===== src/rtl/pwm_duty_meter.sv =====
// PWM receiver: measures on-time and period of an incoming PWM line in clk
// cycles and flags a line that stops toggling.
module pwm_duty_meter #(
  parameter int unsigned CNT_W      = 25,
  parameter int unsigned TIMEOUT    = 3000000,
  parameter bit          ACTIVE_LOW = 1'b1
) (
  input  logic             clk,
  input  logic             rst_n,
  input  logic             en_meas,
  input  logic             pwm_in,
  output logic [CNT_W-1:0] on_cnt,
  output logic [CNT_W-1:0] period_cnt,
  output logic             meas_valid,
  output logic             stuck,
  output logic             stuck_level
);

  localparam logic [CNT_W-1:0] LP_TO  = CNT_W'(TIMEOUT);
  localparam logic [CNT_W-1:0] LP_ONE = CNT_W'(1);

  typedef enum logic [1:0] {
    IDLE,
    ARM,
    HIGH,
    LOW
  } state_t;

  state_t           r_state;
  logic             r_sync1;
  logic             r_sync2;
  logic             r_s_d;
  logic [CNT_W-1:0] r_cnt;
  logic [CNT_W-1:0] r_on_len;
  logic [CNT_W-1:0] r_on_cnt;
  logic [CNT_W-1:0] r_period_cnt;
  logic             r_valid;
  logic             r_stuck;
  logic             r_stuck_lvl;

  logic             w_s;
  logic             w_rise;
  logic             w_fall;
  logic             w_edge;
  logic             w_tmo;
  logic [CNT_W-1:0] w_inc;

  assign w_s    = r_sync2 ^ ACTIVE_LOW;
  assign w_rise = w_s & ~r_s_d;
  assign w_fall = ~w_s & r_s_d;
  assign w_edge = w_rise | w_fall;
  assign w_inc  = (r_cnt == LP_TO) ? LP_TO : r_cnt + LP_ONE;
  // An edge landing on the timeout cycle takes priority over stuck.
  assign w_tmo  = (r_state != IDLE) && (r_cnt == LP_TO) && !w_edge;

  always_ff @(posedge clk or negedge rst_n) begin
    if (!rst_n) begin
      r_sync1      <= ACTIVE_LOW;
      r_sync2      <= ACTIVE_LOW;
      r_s_d        <= 1'b0;
      r_state      <= IDLE;
      r_cnt        <= '0;
      r_on_len     <= '0;
      r_on_cnt     <= '0;
      r_period_cnt <= '0;
      r_valid      <= 1'b0;
      r_stuck      <= 1'b0;
      r_stuck_lvl  <= 1'b0;
    end else begin
      r_sync1 <= pwm_in;
      r_sync2 <= r_sync1;
      r_s_d   <= w_s;
      r_valid <= 1'b0;
      if (!en_meas) begin
        r_state  <= IDLE;
        r_cnt    <= '0;
        r_on_len <= '0;
      end else if (w_tmo) begin
        r_stuck      <= 1'b1;
        r_stuck_lvl  <= w_s;
        r_on_cnt     <= w_s ? LP_TO : '0;
        r_period_cnt <= LP_TO;
        r_valid      <= 1'b1;
        r_cnt        <= '0;
        r_state      <= ARM;
      end else begin
        unique case (r_state)
          IDLE: begin
            r_cnt   <= '0;
            r_state <= ARM;
          end
          ARM: begin
            if (w_rise) begin
              r_cnt   <= LP_ONE;
              r_state <= HIGH;
            end else begin
              r_cnt <= w_inc;
            end
          end
          HIGH: begin
            r_cnt <= w_inc;
            if (w_fall) begin
              r_on_len <= r_cnt;
              r_state  <= LOW;
            end
          end
          LOW: begin
            if (w_rise) begin
              r_on_cnt     <= r_on_len;
              r_period_cnt <= r_cnt;
              r_valid      <= 1'b1;
              r_stuck      <= 1'b0;
              r_cnt        <= LP_ONE;
              r_state      <= HIGH;
            end else begin
              r_cnt <= w_inc;
            end
          end
        endcase
      end
    end
  end

  assign on_cnt      = r_on_cnt;
  assign period_cnt  = r_period_cnt;
  assign meas_valid  = r_valid;
  assign stuck       = r_stuck;
  assign stuck_level = r_stuck_lvl;

endmodule

===== config.mk =====
export PLATFORM = sky130hd
export DESIGN_NAME = pwm_duty_meter
export DESIGN_NICKNAME = d
export VERILOG_FILES = /design/src/rtl/pwm_duty_meter.sv
export SDC_FILE = /design/constraint.sdc
export NUM_CORES = 1
export LEC_CHECK = 0
export ABC_CLOCK_PERIOD_IN_PS = 3500
export CAP_MARGIN = 40
export CORE_UTILIZATION = 40
export DETAILED_ROUTE_END_ITERATION = 6
export PLACE_DENSITY = 0.7
export SLEW_MARGIN = 20
export SYNTH_ARGS = -nofsm -noshare
export SYNTH_HDL_FRONTEND = slang
export SYNTH_SLANG_ARGS = --single-unit

===== constraint.sdc =====
create_clock -name clk -period 3.5 [get_ports clk]
set_input_delay 0.7 -clock clk [delete_from_list [all_inputs] [get_ports clk]]
set_output_delay 0.7 -clock clk [all_outputs]
set_load 0.01 [all_outputs]

==> flow_metrics.env <==
export IMPL_design_die_area_um2=12000
export IMPL_maxCapViolCount=0
export IMPL_rsz0062_at_grt="false"
export IMPL_synth_flop_cell="dfrtp_1"
export IMPL_critPathCaptureType="flip-flop"
export IMPL_crit_chain="inv_1, ha_1, nor4b_1, nand4_1, or4_1, buf_4, and2_4, a22o_1"
export IMPL_hpwlAfterDp_um=6840
export IMPL_fin_crit_ns=2.91
export IMPL_overflow=0
export IMPL_wl_per_cell_um=16.6
export IMPL_worstSkewPairLatency_ns=0.35
export IMPL_fin_crit_sh_pct=83.2
export IMPL_fin_setup_tns_ns=0
export IMPL_ant_nets=0
export IMPL_design_area_um2=5590
export IMPL_fin_total_pwr_uw=2470
export IMPL_vias=3351
export IMPL_cp_required_ns=3.73
export IMPL_min_path_type="reg2reg"
export IMPL_multi_input_area_um2=1690
export IMPL_ir_drop_mv=0.259
export IMPL_synth_warnings=0
export IMPL_maxSlewViolCount=0
export IMPL_globalplace_congestion=0.823
export IMPL_synth_xor_area_share_pct=4.17
export IMPL_detailed_place_area_um2=5250
export IMPL_timing_rr_start="r_cnt[0]"
export IMPL_comb_power_share_pct=3.2
export IMPL_crit_slowest_cell="or4_1"
export IMPL_reg2reg_depth=8
export IMPL_cts_buffers_inserted=9
export IMPL_p_clk_share_pct=45.6
export IMPL_p_leak_uw=0.00245
export IMPL_synth_simple_gate_area_share_pct=16.9
export IMPL_tritoncts="done"
export IMPL_internal_power_uw=1930
export IMPL_fill_cells=1015
export IMPL_cts_sinks=108
export IMPL_synth_edf_count=0
export IMPL_regArea_um2=2710
export IMPL_hold_buffers=0
export IMPL_rrSetupSlack_ns=0.59
export IMPL_die_h_um=110
export IMPL_fmax_ghz=0.343
export IMPL_antenna_found_initial=0
export IMPL_via_per_inst=5.41
export IMPL_synth_distinct_cells=42
export IMPL_worstSetupStartpoint="r_cnt[0]"
export IMPL_hold_depth=0
export IMPL_finalSetupViolCount=0
export IMPL_grt_pass1_wl_um=16900
export IMPL_rows=38
export IMPL_grt_pass1_vias=3253
export IMPL_ys_seq_elements=108
export IMPL_drt_total_wl_um=10300
export IMPL_ys_seq_area_share_pct=58.5
export IMPL_hp_start="r_sync1"
export IMPL_final_layout_size_suffix_gt1_share_pct=6.68
export IMPL_yosys_area_share_adder_pct=1.08
export IMPL_htree_num_levels=3
export IMPL_drc_errors=0
export IMPL_ios=57
export IMPL_synth_cells=438
export IMPL_die_w_um=110
export IMPL_clk_pin_slew_ns=0.07
export IMPL_worstPathMaxFanout=41
export IMPL_fin_worst_skew_ns=0.00959
export IMPL_cp_top_family="simple AND/OR/NAND/NOR gates"
export IMPL_port_buffers=56
export IMPL_status="complete, no violations"
export IMPL_final_cell_mix="dfrtp_1 (106), clkdlybuf4s50_1 (55), nand2_1 (47), nand3_1 (43), o21ai_0 (38)"
export IMPL_critPathMaxStageDelay_ns=0.55
export IMPL_grt_max_degree=59
export IMPL_syn_area_per_cell_um2=10.6
export IMPL_synthesis_nets=446
export IMPL_cts_resized=0
export IMPL_final_nets=482
export IMPL_synth_area_mux_share_pct=1.73
export IMPL_antenna_cells=0
export IMPL_worst_setup_path_start_kind="flip-flop"
export IMPL_async_flop_share_pct=100
export IMPL_first_iter_violations=193
export IMPL_cts_setup_buffers=0
export IMPL_synth_top_family_by_area="simple AND/OR/NAND/NOR gates"
export IMPL_whs_endpoint="r_sync2"
export IMPL_synthesis_area_um2=4620
export IMPL_cp_buffers_inverters=2
export IMPL_final_common_cell="dfrtp_1"
export IMPL_regToRegEndpoint="on_cnt[22]"
export IMPL_core_um2=11000
export IMPL_first_pass_iters=4
export IMPL_switchingPower_uw=546
export IMPL_hold_viol=0
export IMPL_clock_root_buffer="clkbuf_16"
export IMPL_tightestPinTransition_ns=0.697
export IMPL_clock_path_buffers=2
export IMPL_grt_usage_pct=18.8
export IMPL_initial_core_util_pct=41.9
export IMPL_maxSlewHeadroom_pct=53.3
export IMPL_synth_compound_area_share_pct=12.4
export IMPL_p_sw_share_pct=22.1
export IMPL_power_density_nw_per_um2=442
export IMPL_crit_type="reg2reg"
export IMPL_seqPwrFrac_pct=51.2
export IMPL_crit_arrival_ns=3.15
export IMPL_area_growth_pct=21.0
## worst max path at each step
stage	depth (start not counted)	slack, ns	endpoint
4_1_cts	8	0.59	on_cnt[22]
6_report	8	0.59	on_cnt[22]
3_3_place_gp	6	0.62	on_cnt[13]
2_1_floorplan	8	1.03	period_cnt[2]
3_5_place_dp	6	0.56	on_cnt[22]
5_1_grt	8	0.47	period_cnt[8]
## area by class of cell
class,count,share of cell area [%]
repair buffers,63,11.3
multi-input cells,279,30.2
inverters,13,0.872
clock buffers,9,4.03
flip-flops and latches,108,48.4
well taps,140,3.13
clock inverters,7,2.08
## synthesized netlist by cell type (3+ instances only)
cell,n,area [um2]
a21oi_1,11,55.1
dfrtp_1,106,2650
clkbuf_1,26,97.6
inv_1,13,48.8
ha_1,4,50.1
o21ai_0,38,190
nand2_1,47,176
nor4_1,6,37.5
buf_6,5,56.3
nor3_1,4,20.0
a22o_1,30,263
nor2_1,28,105
xnor2_1,15,131
buf_2,4,20.0
xor2_1,7,61.3
mux2i_1,8,80.1
nand3_1,43,215
or3_1,3,18.8
nor4b_1,5,43.8
nand4_1,8,50.1
## kinds of logic after synthesis
kind of cell    count (synthesis)
compound gates                 87
xor+xnor                       22
fa+ha+maj                       4
buf+inv                        51
flops                         108
mux                             8
simple gates                  158
## state kept, by name, indices dropped and copies added (netlist names)
| register | count |
|---|---|
| r_state | 2 |
| r_sync1 | 1 |
| period_cnt | 25 |
| stuck_level | 1 |
| r_sync2 | 1 |
| meas_valid | 1 |
| r_cnt | 25 |
| on_cnt | 25 |
| r_on_len | 25 |
| stuck | 1 |
| r_s_d | 1 |
## metal layers
metal / vias to the layer above / GRT usage (%) / part of all wire, %
li1: 1606 / - / -
met1: 1631 / 26.0 / 46
met2: 102 / 29.1 / 48
met3: 12 / 3.73 / 5.1
met4: 0 / 7.05 / 1.6
met5: - / 0 / 0
## worst reg2reg max path: stages, from the launching register on
cell and delay, ns:
dfrtp_1 0.49, inv_1 0.10, ha_1 0.13, nor4b_1 0.35, nand4_1 0.35, or4_1 0.55
buf_4 0.23, and2_4 0.31, a22o_1 0.29
## metrics by stage
stage / std cells / util, % / hold slack (ns) / setup WS (ns)
after floorplan: 438 / - / 0.345 / 1.03
after global placement: 602 / 47.5 / 0.346 / 0.624
after detailed placement: 603 / 47.6 / 0.347 / 0.557
after CTS: 619 / 50.7 / 0.358 / 0.587
after global routing: 619 / 50.7 / 0.360 / 0.473
final: 619 / 50.7 / 0.358 / 0.588
## power groups by stage
stage,combinational [uW],sequential (uW),clock [uW]
finish,78.7,1270,1130
global route,90.5,1270,1200
CTS,80.9,1270,1150
detailed placement,80.9,1290,0
global placement,78.7,1290,0
floorplan,34.1,1290,0
Power figures use the tool's default switching activity.
